**config.mk**
```make
export PLATFORM = sky130hd
export DESIGN_NAME = module_detector
export DESIGN_NICKNAME = d
export VERILOG_FILES = /design/src/rtl/module_detector.sv
export SDC_FILE = /design/constraint.sdc
export NUM_CORES = 1
export LEC_CHECK = 0
export BUFFER_PORTS_ARGS = -buffer_cell sky130_fd_sc_hd__buf_4
export CORE_MARGIN = 4
export CORE_UTILIZATION = 50
export DETAILED_ROUTE_END_ITERATION = 10
export PLACE_DENSITY = 0.69
export SKIP_LAST_GASP = 1
export SLEW_MARGIN = 5
export SYNTH_ARGS = -nofsm -noshare
export SYNTH_HDL_FRONTEND = slang
export SYNTH_SLANG_ARGS = --single-unit
```
**constraint.sdc**
```tcl
create_clock -name clk -period 5.9 [get_ports clk]
set_input_delay 0.295 -clock clk [delete_from_list [all_inputs] [get_ports clk]]
set_output_delay 0.295 -clock clk [all_outputs]
set_load 0.01 [all_outputs]
```
**src/rtl/module_detector.sv**
```systemverilog
`default_nettype none
//============================================================================
// Module      : module_detector
// Description : 4x4 active-low matrix keypad decoder with input
//               synchronisation and a debouncing state machine. A key code is
//               accepted once the same key has been seen for DEBOUNCE_CYCLES
//               consecutive synchronised samples. The accepted code is held on
//               key_pressed until the next acceptance or reset.
//
// Parameters  : DEBOUNCE_CYCLES  stable samples needed to accept a press or a
//                                release (minimum 2, default 16)
//
// Ports       : clk          in   1  single clock, rising edge
//               rst          in   1  asynchronous, active-high reset
//               row          in   4  active-low row lines, bit 0 = top row
//               column       in   4  active-low column lines, bit 0 = left
//               key_pressed  out  4  code of the last accepted key
//               key_valid    out  1  one-cycle strobe when key_pressed loads
//
// Build option: DETECTOR_MULTIKEY_REJECT_EN
//               defined   - a sample with more than one low row or column bit
//                           is treated as no key
//               undefined - multiple low bits are resolved to the lowest-index
//                           low row and lowest-index low column
//
// Key codes (row, column):
//               row 0 : 1  2  3  A(10)
//               row 1 : 4  5  6  B(11)
//               row 2 : 7  8  9  C(12)
//               row 3 : *(14)  0  #(15)  D(13)
//
// Revision    : 1.0  initial release
//============================================================================
module module_detector #(
    parameter int DEBOUNCE_CYCLES = 16
) (
    input  logic       clk,
    input  logic       rst,
    input  logic [3:0] row,
    input  logic [3:0] column,
    output logic [3:0] key_pressed,
    output logic       key_valid
);

    // ------------------------------------------------------------------
    // Constants
    // ------------------------------------------------------------------
    // One spare bit above what DEBOUNCE_CYCLES needs so the counter can
    // saturate without ever aliasing back to a small value.
    localparam int c_CNT_W = $clog2(DEBOUNCE_CYCLES) + 1;

    localparam logic [c_CNT_W-1:0] c_CNT_ZERO = '0;
    localparam logic [c_CNT_W-1:0] c_CNT_ONE  = c_CNT_W'(1);
    localparam logic [c_CNT_W-1:0] c_CNT_LAST = c_CNT_W'(DEBOUNCE_CYCLES - 1);
    localparam logic [c_CNT_W-1:0] c_CNT_SAT  = '1;

    localparam logic [1:0] c_IDLE     = 2'd0;
    localparam logic [1:0] c_DEBOUNCE = 2'd1;
    localparam logic [1:0] c_PRESSED  = 2'd2;
    localparam logic [1:0] c_RELEASE  = 2'd3;

    // ------------------------------------------------------------------
    // Helper functions
    // ------------------------------------------------------------------
    // Index of the lowest set bit; only meaningful when v is non-zero.
    function automatic logic [1:0] lowest_set(input logic [3:0] v);
        logic [1:0] idx;
        casez (v)
            4'b???1: idx = 2'd0;
            4'b??10: idx = 2'd1;
            4'b?100: idx = 2'd2;
            default: idx = 2'd3;
        endcase
        return idx;
    endfunction

`ifdef DETECTOR_MULTIKEY_REJECT_EN
    // True when exactly one bit of v is set.
    function automatic logic exactly_one(input logic [3:0] v);
        return (v != 4'd0) && ((v & (v - 4'd1)) == 4'd0);
    endfunction
`endif

    // Translate a (row, column) position into the keypad code.
    function automatic logic [3:0] key_code(input logic [1:0] r,
                                            input logic [1:0] c);
        logic [3:0] code;
        case ({r, c})
            4'b00_00: code = 4'd1;
            4'b00_01: code = 4'd2;
            4'b00_10: code = 4'd3;
            4'b00_11: code = 4'd10;
            4'b01_00: code = 4'd4;
            4'b01_01: code = 4'd5;
            4'b01_10: code = 4'd6;
            4'b01_11: code = 4'd11;
            4'b10_00: code = 4'd7;
            4'b10_01: code = 4'd8;
            4'b10_10: code = 4'd9;
            4'b10_11: code = 4'd12;
            4'b11_00: code = 4'd14;
            4'b11_01: code = 4'd0;
            4'b11_10: code = 4'd15;
            default:  code = 4'd13;
        endcase
        return code;
    endfunction

    // ------------------------------------------------------------------
    // Signals
    // ------------------------------------------------------------------
    logic [3:0]         r_row_s1;
    logic [3:0]         r_row_s2;
    logic [3:0]         r_col_s1;
    logic [3:0]         r_col_s2;

    logic [3:0]         w_row_low;
    logic [3:0]         w_col_low;
    logic               w_cand_valid;
    logic [3:0]         w_cand_code;

    logic [1:0]         r_state;
    logic [1:0]         w_state_next;

    logic [3:0]         r_latch;
    logic [3:0]         w_latch_next;
    logic [c_CNT_W-1:0] r_cnt;
    logic [c_CNT_W-1:0] w_cnt_next;
    logic [3:0]         r_key_pressed;
    logic [3:0]         w_key_next;
    logic               r_key_valid;
    logic               w_valid_next;

    // ------------------------------------------------------------------
    // Two-flop synchronisers; idle value is "no line pulled low".
    // ------------------------------------------------------------------
    always_ff @(posedge clk or posedge rst) begin
        if (rst) begin
            r_row_s1 <= 4'b1111;
            r_row_s2 <= 4'b1111;
            r_col_s1 <= 4'b1111;
            r_col_s2 <= 4'b1111;
        end else begin
            r_row_s1 <= row;
            r_row_s2 <= r_row_s1;
            r_col_s1 <= column;
            r_col_s2 <= r_col_s1;
        end
    end

    // ------------------------------------------------------------------
    // Candidate key decode from the synchronised lines
    // ------------------------------------------------------------------
    assign w_row_low = ~r_row_s2;
    assign w_col_low = ~r_col_s2;

`ifdef DETECTOR_MULTIKEY_REJECT_EN
    assign w_cand_valid = exactly_one(w_row_low) && exactly_one(w_col_low);
`else
    // Any low row plus any low column is a key; priority picks the lowest
    // index on each axis when several lines are low.
    assign w_cand_valid = (w_row_low != 4'd0) && (w_col_low != 4'd0);
`endif

    assign w_cand_code = key_code(lowest_set(w_row_low), lowest_set(w_col_low));

    // ------------------------------------------------------------------
    // FSM: state and datapath registers
    // ------------------------------------------------------------------
    always_ff @(posedge clk or posedge rst) begin
        if (rst) begin
            r_state       <= c_IDLE;
            r_latch       <= 4'd0;
            r_cnt         <= c_CNT_ZERO;
            r_key_pressed <= 4'd0;
            r_key_valid   <= 1'b0;
        end else begin
            r_state       <= w_state_next;
            r_latch       <= w_latch_next;
            r_cnt         <= w_cnt_next;
            r_key_pressed <= w_key_next;
            r_key_valid   <= w_valid_next;
        end
    end

    // ------------------------------------------------------------------
    // FSM: next-state logic
    // ------------------------------------------------------------------
    always_comb begin
        w_state_next = r_state;
        case (r_state)
            c_IDLE: begin
                if (w_cand_valid) begin
                    w_state_next = c_DEBOUNCE;
                end
            end
            c_DEBOUNCE: begin
                if (!w_cand_valid) begin
                    w_state_next = c_IDLE;
                end else if ((w_cand_code == r_latch) && (r_cnt == c_CNT_LAST)) begin
                    w_state_next = c_PRESSED;
                end
            end
            c_PRESSED: begin
                if (!w_cand_valid) begin
                    w_state_next = c_RELEASE;
                end else if (w_cand_code != r_latch) begin
                    // Rolling straight onto another key re-debounces it
                    // without waiting for a release.
                    w_state_next = c_DEBOUNCE;
                end
            end
            c_RELEASE: begin
                if (w_cand_valid) begin
                    w_state_next = c_DEBOUNCE;
                end else if (r_cnt == c_CNT_LAST) begin
                    w_state_next = c_IDLE;
                end
            end
            default: w_state_next = c_IDLE;
        endcase
    end

    // ------------------------------------------------------------------
    // FSM: latch, counter and output register updates
    // ------------------------------------------------------------------
    always_comb begin
        w_latch_next = r_latch;
        w_cnt_next   = r_cnt;
        w_key_next   = r_key_pressed;
        w_valid_next = 1'b0;
        case (r_state)
            c_IDLE: begin
                if (w_cand_valid) begin
                    w_latch_next = w_cand_code;
                    w_cnt_next   = c_CNT_ZERO;
                end
            end
            c_DEBOUNCE: begin
                if (!w_cand_valid) begin
                    w_cnt_next = c_CNT_ZERO;
                end else if (w_cand_code != r_latch) begin
                    w_latch_next = w_cand_code;
                    w_cnt_next   = c_CNT_ZERO;
                end else if (r_cnt == c_CNT_LAST) begin
                    // The entry sample counted as zero, so this is the
                    // DEBOUNCE_CYCLES-th matching sample in this state.
                    w_key_next   = r_latch;
                    w_valid_next = 1'b1;
                end else if (r_cnt != c_CNT_SAT) begin
                    w_cnt_next = r_cnt + 1'b1;
                end
            end
            c_PRESSED: begin
                if (!w_cand_valid) begin
                    // The sample that left PRESSED is the first invalid one.
                    w_cnt_next = c_CNT_ONE;
                end else if (w_cand_code != r_latch) begin
                    w_latch_next = w_cand_code;
                    w_cnt_next   = c_CNT_ZERO;
                end
            end
            c_RELEASE: begin
                if (w_cand_valid) begin
                    w_latch_next = w_cand_code;
                    w_cnt_next   = c_CNT_ZERO;
                end else if (r_cnt == c_CNT_LAST) begin
                    w_cnt_next = c_CNT_ZERO;
                end else if (r_cnt != c_CNT_SAT) begin
                    w_cnt_next = r_cnt + 1'b1;
                end
            end
            default: begin
                w_cnt_next = c_CNT_ZERO;
            end
        endcase
    end

    assign key_pressed = r_key_pressed;
    assign key_valid   = r_key_valid;

endmodule
`default_nettype wire

```
==> impl_results.md, run 1 <==
* Fin crit share at 0.530
* CP max FO at 9
* CP startpoint kind: register
* Area grow syn2layout at 13.7%
* Clk Latency, worst-skew pair at 0.33 ns
* Initial Util at 0.529
* Lkg Pwr at 0.841 nW
* Fillers at 275
* CTS max path bufs at 2
* Critical Path End Type: register
* Layout cells sized above 1 at 0.269
* DR pass1 iterations at 4
* Non-filler cells, final at 215
* Worst Setup SP: r_col_s2[2]
* Drc violations at 0
* Number of buffers created by CTS at 5
* Core area at 3080 sq um
* Register-to-Register Path Depth at 12
* Root buf cell: clkbuf_4
* Total number of vias at between 1000 and 1500
* Clock net sink count at 32
* Post-CTS Setup Repair Bufs at 0
* Clock-pin slew on the worst setup and hold paths at approximately 0.1 ns
* Reg2reg end: r_state[1]
* Synth area leader: dfstp_2
* Worst path arrival time at 3.36 ns
* Rel. slew slack at 0.588
* Layout Nets at roughly 190
* Cell Count Post-Placement at 207
* Largest cells by area after synthesis: dfstp_2 (26%), dfrtp_1 (25%), ha_1 (8.4%), nand2_1 (3.5%), a21oi_1 (2.8%)
* EDFF count, synth at 0
* Final setup viols at 0
* CTS tree: built
* Ys async rst share at 1.00
* Hold Vio Cnt, Final at 0
* Rows at 20
* Worst Slack Setup Final at 2.77 ns
* Die ar. at around 4200 sq um
* Synth top area share at 0.258
* Diode count at 0
* Final ANT Viol Nets at 0
* Initial antenna violation count at 0
* Synthesized area at 1630 sq um
* Dpl ws at 2.74 ns
* Synthesized flop and latch total at 32
* GP Congestion at 0.838
* Fmax at 0.320 GHz
* Mean post-synth cell area at 10.9 sq um
* Slew at the pin closest to its max-slew limit at 0.618 ns
* Cts hold-fix bufs at 0
* Post-CTS sizing at 0
* Worst Hold Class: input pin to async pin
* Max Slew Vio Count at 0
* Port bufs at 14
* Maximum vdd drop at around 0.00018 V
* RSZ-0062 raised after global routing: false
* Routed WL per cell at 13.3 um
* 1st-iter DRT viols at 33
* Hold WS at 0.0266 ns
* Syn. warnings at 0
* Cells after Synth at 150
* H-tree lvl count at 2
* Number of global-route vias before repair at around 1200
* Die width at 65.1 um
* HPWL after DPL at between 2000 and 2500 um
* Outcome: finished clean
* Pin count of the biggest net entering global routing at 33
* Clock skew at 0.0128 ns
* Final wirelength at approximately 2900 um
* Tmin final at 3.13 ns
* Sequential fraction of the synthesis area at 0.504
* Most used DFF post-synth: dfstp_2
* Grt ovf at 0
* Worst reg2reg path startpoint: r_col_s2[2]
* Vias/cell at between 5 and 6
* First-pass GRT wire length at 5100 um
* IO Pins at 15
* Die height at 65.1 um
* Power per standard cell area at 302 nW/um^2
* Syn_nets at 171
* Max Cap Violations at 0
* R2R Setup Slk at 2.77 ns
* All-Layer GR Usage at 0.157
* Critical path class: register to register
* Netlist cell types at 41
* Worst Path Required at 6.13 ns
* Final TNS setup at 0 ns
## per-layer routing
metal / global-route usage / vias to the layer above / share of wire
met4: 0.0544 / 0 / 0.016
met2: 0.262 / 38 / 0.48
met5: 0 / - / 0
met1: 0.187 / 573 / 0.44
li1: - / 579 / -
met3: 0.0555 / 5 / 0.064
## sequential cells by signal, indices dropped and copies added, names as in the netlist
name / count
r_cnt: 5
r_row_s2: 4
r_state: 2
r_col_s2: 4
r_row_s1: 4
r_col_s1: 4
key_pressed: 4
r_latch: 4
key_valid: 1
## power by group
part | switching, mW | leakage, nW | total [mW] | internal, mW
registers | 0.0192 | 0.381 | 0.262 | 0.242
clock network | 0.0679 | 0.0386 | 0.138 | 0.0700
logic | 0.0863 | 0.422 | 0.161 | 0.0746
total | 0.173 | 0.841 | 0.560 | 0.387
## placed cells by master, fill, tap and decap left out, types with 3 or more instances in the layout
cell,Yosys,layout
buf_4,1,15
nand3_1,7,7
a21oi_1,9,9
mux2_2,4,4
nor2b_1,4,4
a31oi_1,3,3
ha_1,11,11
inv_1,9,9
nand2_1,15,15
clkbuf_4,0,5
xnor2_1,3,3
o21ai_0,7,7
dfstp_2,16,16
nor2_1,8,8
dfrtp_1,16,16
o22ai_1,3,3
## through the flow
stage	util	total power, mW	area (sq um)
final	0.602	0.560	1850
after global routing	0.602	0.599	1850
after CTS	0.602	0.567	1850
after detailed placement	0.580	0.424	1780
after global placement	0.580	0.420	1780
after floorplan	-	0.391	1630
## synth_stat cells (2+ instances only)
library cell,count
a211o_1,2
a211oi_1,2
a21oi_1,9
a31oi_1,3
dfrtp_1,16
dfstp_2,16
ha_1,11
inv_1,9
mux2_2,4
mux2i_1,2
nand2_1,15
nand2b_1,2
nand3_1,7
nand3b_1,2
nor2_1,8
nor2b_1,4
o21ai_0,7
o22a_1,2
o22ai_1,3
o31ai_1,2
xnor2_1,3
xor2_1,2
## worst max path at each step
| stage | endpoint | slack, ns | cells after the start |
|---|---|---|---|
| 2_1_floorplan | r_state[1] | 3.00 | 12 |
| 3_3_place_gp | r_state[1] | 2.87 | 12 |
| 3_5_place_dp | r_state[1] | 2.74 | 12 |
| 4_1_cts | r_state[1] | 2.75 | 12 |
| 5_1_grt | r_state[1] | 2.56 | 12 |
| 6_report | r_state[1] | 2.77 | 12 |
## layout make-up
| class | instances | area (sq um) | share of cell area |
|---|---|---|---|
| Timing Repair Buffer | 15 | 113 | 0.0608 |
| Multi-Input combinational cell | 107 | 762 | 0.411 |
| Inverter | 9 | 33.8 | 0.0182 |
| Tap cell | 44 | 55.1 | 0.0297 |
| Clock buffer | 8 | 68.8 | 0.0371 |
| Sequential cell | 32 | 821 | 0.443 |
## kinds of logic (layout without fill, tap and decap cells)
group                    Yosys count  after routing  synth area share
AND/OR/NAND/NOR                   43             43             0.131
AO/OA/AOI/OAI                     41             41             0.177
flip-flops                        32             32             0.504
adder cells (fa/ha/maj)           11             11            0.0845
buffers and inverters             11             32            0.0284
multiplexers                       7              7            0.0492
XOR/XNOR                           5              5            0.0269
## worst max-delay path, cell delays in order, from the launching register on
cell and delay, ns:
dfstp_2 0.53, nand2b_1 0.15, and2_1 0.22, inv_1 0.09, ha_1 0.20, mux2i_1 0.20, xnor2_1 0.15, nand3_1 0.11
a211oi_2 0.25, nand3_2 0.18, o311a_1 0.39, a211o_1 0.27, mux2_4 0.30
(Power assumes the default switching activity.)
==> run 2: changes to the inputs <==
ABC_AREA = 1   (was unset)
PLACE_DENSITY = 0.68   (was 0.69)
clock period = 3.12 ns   (was 5.9 ns; I/O delays follow)
==> run 2 against run 1 <==
The run now ends with negative hold slack left. Clock power grew to 2.6 times the previous value. Sequential power is 88% higher. Synthesized area is 14% higher. Fmax is 37% higher. Setup slack worse by 1.9 ns. Combinational power is 100% higher. Power is 110% higher. Critical endpoint is now r_cnt[3]. Largest cell class is now multi-input gates. Largest power group unchanged.
==> impl_results.md, run 2 <==
* Outcome: finished, violations left (was finished clean)
* Failing checks: negative hold slack
* Power share of the combinational group at 0.276 (was 0.287)
* Core area at 3470 sq um (was 3080 sq um)
* Rel. slew slack at 0.517 (was 0.588)
* Worst reg2reg path startpoint: r_col_s2[2] (unchanged)
* Port bufs at 14 (unchanged)
* Clock net sink count at 32 (unchanged)
* Die height at 68.9 um (was 65.1 um)
* GP Congestion at 0.945 (was 0.838)
* Hold Vio Cnt, Final at 16 (was 0)
* Syn. warnings at 0 (unchanged)
* Vias/cell at 5.16 (was 5.56)
* Top post-synthesis cells by count: nand2_1 (54), inv_1 (18), nand3_1 (18) (was dfrtp_1 (16), dfstp_2 (16), nand2_1 (15))
* Top reg by flops: r_cnt (unchanged)
* Fmax at 0.439 GHz (was 0.320 GHz)
* Non-filler cells, final at 281 (was 215)
* Crit-path cells: inv_1 -> a21boi_2 -> ha_1 -> nand3_1 -> nand3_2 -> nand2_1 -> nand2_1 -> nand2_2 -> inv_2 -> nand2_2 -> nor2_8 -> nand3_4 -> nand3_4 -> o21ai_0 (was nand2b_1 -> and2_1 -> inv_1 -> ha_1 -> mux2i_1 -> xnor2_1 -> nand3_1 -> a211oi_2 -> nand3_2 -> o311a_1 -> a211o_1 -> mux2_4)
* Slew at the pin closest to its max-slew limit at 0.723 ns (was 0.618 ns)
* Clock skew at 0.00925 ns (was 0.0128 ns)
* CP peak stage delay at 0.56 ns (was 0.53 ns)
* Synth area leader: dfstp_2 (unchanged)
* Switching pwr at 0.407 mW (was 0.173 mW)
* Grt ovf at 0 (unchanged)
* Pin count of the biggest net entering global routing at 20 (was 33)
* Commonest non-fill, non-tap cell in the layout: nand2_1
* Final wirelength at 3530 um (was 2870 um)
* Layout Nets at 255 (was 191)
* Internal Pwr Total at 0.777 mW (was 0.387 mW)
* Synthesized area at 1850 sq um (was 1630 sq um)
* Mean post-synth cell area at 9.08 sq um (was 10.9 sq um)
* Final ANT Viol Nets at 0 (unchanged)
* Layout cells sized above 1 at 0.336 (was 0.269)
* Register-to-Register Path Depth at 14 (was 12)
* Netlist cell types at 28 (was 41)
* Fin crit share at 0.730 (was 0.530)
* Ys async rst share at 1.00 (unchanged)
* Root buf cell: clkbuf_8 (was clkbuf_4)
* Worst path arrival time at 2.45 ns (was 3.36 ns)
* Initial Util at 0.534 (was 0.529)
* Cells after Synth at 204 (was 150)
* Cell Count Post-Placement at 265 (was 207)
* Crit path max-delay cell type: dfstp_2 (unchanged)
* Number of global-route vias before repair at 1415 (was 1176)
* Critical path class: register to register (unchanged)
* Clk pwr share at 0.308 (was 0.246)
* RSZ-0062 raised after global routing: false (unchanged)
* Die ar. at 4740 sq um (was 4240 sq um)
* Synth top area share at 0.227 (was 0.258)
* Clock-pin slew on the worst setup and hold paths at 0.07 ns (was 0.10 ns)
* Initial antenna violation count at 0 (unchanged)
* Post-layout util at 0.636 (was 0.602)
* Syn_nets at 225 (was 171)
* CP max FO at 9 (unchanged)
* Most used DFF post-synth: dfstp_2 (unchanged)
* Drc violations at 0 (unchanged)
* Most frequent cells in the layout: nand2_1 (54), nand3_1 (18), inv_1 (18), dfrtp_1 (16), dfstp_2 (16) (was dfrtp_1 (16), dfstp_2 (16), nand2_1 (15), buf_4 (15), ha_1 (11))
* Power per standard cell area at 537 nW/um^2 (was 302 nW/um^2)
* CTS tree: built (unchanged)
* IO Pins at 15 (unchanged)
* Max Cap Violations at 0 (unchanged)
* Number of buffers created by CTS at 5 (unchanged)
* Largest cells by area after synthesis: dfstp_2 (23%), dfrtp_1 (22%), nand2_1 (11%), ha_1 (7.4%), nand3_1 (4.9%) (was dfstp_2 (26%), dfrtp_1 (25%), ha_1 (8.4%), nand2_1 (3.5%), a21oi_1 (2.8%))
* HPWL after DPL at 2630 um (was 2170 um)
* Total number of vias at 1451 (was 1195)
* EDFF count, synth at 0 (unchanged)
* Die width at 68.9 um (was 65.1 um)
* Area grow syn2layout at 19.0% (was 13.7%)
* Max Slew Vio Count at 0 (unchanged)
* Sw frac at 0.344 (was 0.309)
* Count leader, synth: nand2_1
* Diode count at 0 (unchanged)
* Lkg Pwr at 1.11 nW (was 0.841 nW)
* Worst Hold Class: input pin to async pin (unchanged)
* Tmin final at 2.28 ns (was 3.13 ns)
* Total power at 1.18 mW (was 0.560 mW)
* Sequential fraction of the synthesis area at 0.443 (was 0.504)
* 1st-iter DRT viols at 97 (was 33)
* R2R Setup Slk at 0.84 ns (was 2.77 ns)
* First-pass GRT wire length at 6400 um (was 5100 um)
* Max FFs per register at 5 (unchanged)
* CP startpoint kind: register (unchanged)
* Synthesized flop and latch total at 32 (unchanged)
* Maximum vdd drop at 0.000295 V (was 0.000183 V)
* Hold WS at -0.0183 ns (was 0.0266 ns)
* Worst Path Required at 3.29 ns (was 6.13 ns)
* Final setup viols at 0 (unchanged)
* Post-CTS Setup Repair Bufs at 0 (unchanged)
* All-Layer GR Usage at 0.183 (was 0.157)
* Reg2reg end: r_cnt[3] (was r_state[1])
* Routed WL per cell at 12.5 um (was 13.3 um)
* Final TNS setup at 0 ns (unchanged)
* DR pass1 iterations at 4 (unchanged)
* Sequential share of power at 0.416 (was 0.467)
* Clk Latency, worst-skew pair at 0.29 ns (was 0.33 ns)
* Critical Path End Type: register (unchanged)
* Rows at 21 (was 20)
* H-tree lvl count at 2 (unchanged)
* CTS max path bufs at 2 (unchanged)
## run 2: changes by cell type after synthesis, sizes merged, moves of 7 or more
cell / change
inv: +14
nand2: +56
nand3: +17
nand4: +7
## run 2: metal layers
| layer | track usage | routed length [um] | vias to the layer above |
|---|---|---|---|
| met5 | 0 | 0 | - |
| met4 | 0.0730 | 61 | 0 |
| met3 | 0.0486 | 209 | 7 |
| met2 | 0.300 | 1700 | 40 |
| met1 | 0.229 | 1560 | 686 |
| li1 | - | - | 718 |
## run 2: power by group through the flow
| stage | sequential, mW | clock (mW) | combinational, mW |
|---|---|---|---|
| 2_1_floorplan | 0.490 | 0 | 0.256 |
| 3_3_place_gp | 0.497 | 0 | 0.307 |
| 3_5_place_dp | 0.500 | 0 | 0.317 |
| 4_1_cts | 0.492 | 0.373 | 0.328 |
| 5_1_grt | 0.498 | 0.394 | 0.370 |
| 6_report | 0.493 | 0.365 | 0.326 |
## run 2: how the worst max path moves through the flow
stage / start / end / slack [ns] / cells after the start
2_1_floorplan: r_col_s2[2] / r_state[0] / 1.05 / 17
3_3_place_gp: r_col_s2[2] / r_cnt[2] / 0.91 / 14
3_5_place_dp: r_col_s2[2] / r_cnt[2] / 0.84 / 14
4_1_cts: r_col_s2[2] / r_cnt[3] / 0.83 / 14
5_1_grt: r_col_s2[2] / r_cnt[2] / 0.58 / 16
6_report: r_col_s2[2] / r_cnt[3] / 0.84 / 14
## run 2: area by class of cell
cell class	instances	area, sq um
flip-flops and latches	32	821
repair buffers	23	193
multi-input cells	148	942
clock buffers	7	97.6
fillers	313	1260
inverters	24	90.1
clock inverters	1	5.00
well taps	46	57.6
## run 2: critical path, delay by kind of cell, from the launching register on
| kind | cells | cell delay [ns] |
|---|---|---|
| flops | 1 | 0.56 |
| buf+inv | 2 | 0.13 |
| compound gates | 2 | 0.34 |
| simple gates | 9 | 0.93 |
| fa+ha+maj | 1 | 0.20 |
## run 2: cell families after synthesis
kind of cell,synth area share
multiplexers,0.00540
XOR/XNOR,0.00473
AO/OA/AOI/OAI,0.0743
buffers and inverters,0.0486
AND/OR/NAND/NOR,0.350
adder cells (fa/ha/maj),0.0743
flip-flops,0.443
## run 2: timing repair
item,in CTS,in global routing
hold endpoints to repair,8,0
gates resized for setup,0,0
hold buffers,8,0
## run 2: stage by stage
stage	area (sq um)	worst slack (ns)	hold WS (ns)
detailed placement	2020	0.844	0.266
global route	2210	0.576	0.0657
global placement	2020	0.909	0.264
floorplan	1850	1.05	0.160
CTS	2210	0.827	0.0187
finish	2210	0.843	-0.0183
==> run 3: changes to the inputs <==
ABC_AREA = 0   (was 1)
PLACE_DENSITY = 0.72   (was 0.68)
clock period = 1.83 ns   (was 3.12 ns; I/O delays follow)
==> run 3 against run 2 <==
Via count down 6.9%. Critical endpoint is now r_state[1]. Cell area fell by 0.40%. Power up 69%. Critical path type unchanged. Register-to-register slack got worse by 1.8 ns. The run ends with negative setup slack left.
==> impl_results.md, run 3 (synthesis results as in run 1) <==
* Clock-pin slew on the worst setup and hold paths at 0.11 ns (was 0.07 ns)
* First-pass GRT wire length at 5920 um (was 6400 um)
* Post-layout util at 0.714 (was 0.636)
* Worst path arrival time at 3.00 ns (was 2.45 ns)
* Die width at 65.1 um (was 68.9 um)
* Tmin final at 2.77 ns (was 2.28 ns)
* CP bufs+invs at 1 (was 2)
* Total number of vias at 1351 (was 1451)
* CTS max path bufs at 2 (unchanged)
* Initial Util at 0.529 (was 0.534)
* Rel. slew slack at 0.747 (was 0.517)
* Worst Path Required at 2.06 ns (was 3.29 ns)
* Final ANT Viol Nets at 0 (unchanged)
* Clk Latency, worst-skew pair at 0.34 ns (was 0.29 ns)
* 1st-iter DRT viols at 84 (was 97)
* Clock net sink count at 32 (unchanged)
* Area grow syn2layout at 34.9% (was 19.0%)
* Maximum vdd drop at 0.000527 V (was 0.000295 V)
* DR pass1 iterations at 4 (unchanged)
* Clock skew at 0.0163 ns (was 0.00925 ns)
* Die ar. at 4240 sq um (was 4740 sq um)
* CP max FO at 4 (was 9)
* Critical path class: register to register (unchanged)
* Critical Path End Type: register (unchanged)
* Lkg Pwr at 1.00 nW (was 1.11 nW)
* RSZ-0062 raised after global routing: true (was false)
* Post-DP Area at 1970 sq um (was 2020 sq um)
* Fin crit share at 1.51 (was 0.730)
* Failing checks: negative setup slack (was negative hold slack)
* Most frequent cells in the layout: buf_4 (38), dfrtp_1 (16), dfstp_2 (16), nand2_1 (14) (was nand2_1 (54), nand3_1 (18), inv_1 (18), dfrtp_1 (16), dfstp_2 (16))
* Top reg by flops: r_cnt (unchanged)
* IO Pins at 15 (unchanged)
* Fmax at 0.361 GHz (was 0.439 GHz)
* Grt ovf at 0 (unchanged)
* Routed WL per cell at 13.9 um (was 12.5 um)
* Slew at the pin closest to its max-slew limit at 0.379 ns (was 0.723 ns)
* Max FFs per register at 5 (unchanged)
* Pin count of the biggest net entering global routing at 33 (was 20)
* Hold Vio Cnt, Final at 0 (was 16)
* Commonest non-fill, non-tap cell in the layout: buf_4 (was nand2_1)
* Diode count at 0 (unchanged)
* Crit-path cells: nand2b_4 -> and2_4 -> inv_4 -> ha_4 -> mux2i_4 -> xnor2_1 -> nand3_1 -> a211oi_2 -> nand3_2 -> o311a_1 -> a211o_1 -> mux2_4 (was inv_1 -> a21boi_2 -> ha_1 -> nand3_1 -> nand3_2 -> nand2_1 -> nand2_1 -> nand2_2 -> inv_2 -> nand2_2 -> nor2_8 -> nand3_4 -> nand3_4 -> o21ai_0)
* Max Slew Vio Count at 0 (unchanged)
* Fin area at 2200 sq um (was 2210 sq um)
* Layout Nets at 223 (was 255)
* Number of buffers created by CTS at 5 (unchanged)
* CP startpoint kind: register (unchanged)
* Layout cells sized above 1 at 0.409 (was 0.336)
* Vias/cell at 5.47 (was 5.16)
* Total power at 2.01 mW (was 1.18 mW)
* Final setup viols at 15 (was 0)
* CTS tree: built (unchanged)
* Crit path max-delay family: compound AO/OA/AOI/OAI gates (was simple AND/OR/NAND/NOR gates)
* Non-filler cells, final at 247 (was 281)
* Final wirelength at 3440 um (was 3530 um)
* Number of global-route vias before repair at 1378 (was 1415)
* Worst Slack Setup Final at -0.940 ns (was 0.843 ns)
* Dpl ws at -0.927 ns (was 0.844 ns)
* H-tree lvl count at 2 (unchanged)
* Hold Crit Depth at 0
* Max Cap Violations at 0 (unchanged)
* GP Congestion at 0.850 (was 0.945)
* Rows at 20 (was 21)
* CP peak stage delay at 0.53 ns (was 0.56 ns)
* Crit path max-delay cell type: dfstp_2 (unchanged)
* Worst Hold Class: register to register (was input pin to async pin)
* Cell Count Post-Placement at 228 (was 265)
* Stages on worst setup path at 12 (was 14)
* Register-to-Register Path Depth at 12 (was 14)
* Core area at 3080 sq um (was 3470 sq um)
* All-Layer GR Usage at 0.184 (was 0.183)
* HPWL after DPL at 2260 um (was 2630 um)
* Power per standard cell area at 913 nW/um^2 (was 537 nW/um^2)
* Drc violations at 0 (unchanged)
* Port bufs at 14 (unchanged)
* Outcome: finished, violations left (unchanged)
* Root buf cell: clkbuf_4 (was clkbuf_8)
* Initial antenna violation count at 0 (unchanged)
* Die height at 65.1 um (was 68.9 um)
## run 3: changes by cell type in the layout (fill, tap and decap cells not counted), moves of 5 or more
cell,delta
clkbuf_4,+5
nand3_1,-11
buf_4,+23
inv_2,-5
nand2_2,-13
nand4_1,-7
nand2_1,-40
inv_1,-10
## run 3: path summary, 6_finish.rpt
check | endpoint | startpoint | slack [ns]
max in group asynchronous | r_row_s2[0] | rst | 1.13
worst min register to register | r_row_s2[2] | r_row_s1[2] | 0.34
min in group asynchronous | key_pressed[0] | rst | 0.37
worst min-delay path | r_row_s2[2] | r_row_s1[2] | 0.34
worst max-delay path | r_state[1] | r_col_s2[2] | -0.94
worst max register to register | r_state[1] | r_col_s2[2] | -0.94
## run 3: layer usage
layer,vias up,GRT usage,wire length (um)
li1,640,-,-
met1,654,0.202,1420
met2,42,0.315,1740
met3,15,0.0659,174
met4,0,0.0907,107
met5,-,0,0
## run 3: metrics by stage
stage	hold WS (ns)	setup TNS, ns
floorplan	0.0960	-8.50
global placement	0.189	-9.71
detailed placement	0.197	-10.41
CTS	0.348	-10.48
global route	0.344	-13.16
finish	0.338	-11.02
## run 3: power by group
group / switching, mW / internal, mW / total, mW
combinational: 0.356 / 0.347 / 0.703
clock: 0.235 / 0.226 / 0.461
sequential: 0.0601 / 0.781 / 0.841
## run 3: timing repair
action | in CTS | in global routing
hold buffers | 9 | 0
pin swaps | 1 | 3
hold endpoints to repair | 24 | 0
gates resized for setup | 9 | 5
setup endpoints to repair | 15 | 15
buffers inserted | 2 | 0
## run 3: cell type report
type / count / area, sq um
Sequential cell: 32 / 821
Fill cell: 232 / 881
Clock buffer: 8 / 68.8
Timing Repair Buffer: 47 / 375
Inverter: 9 / 36.3
Multi-Input combinational cell: 107 / 841
Tap cell: 44 / 55.1
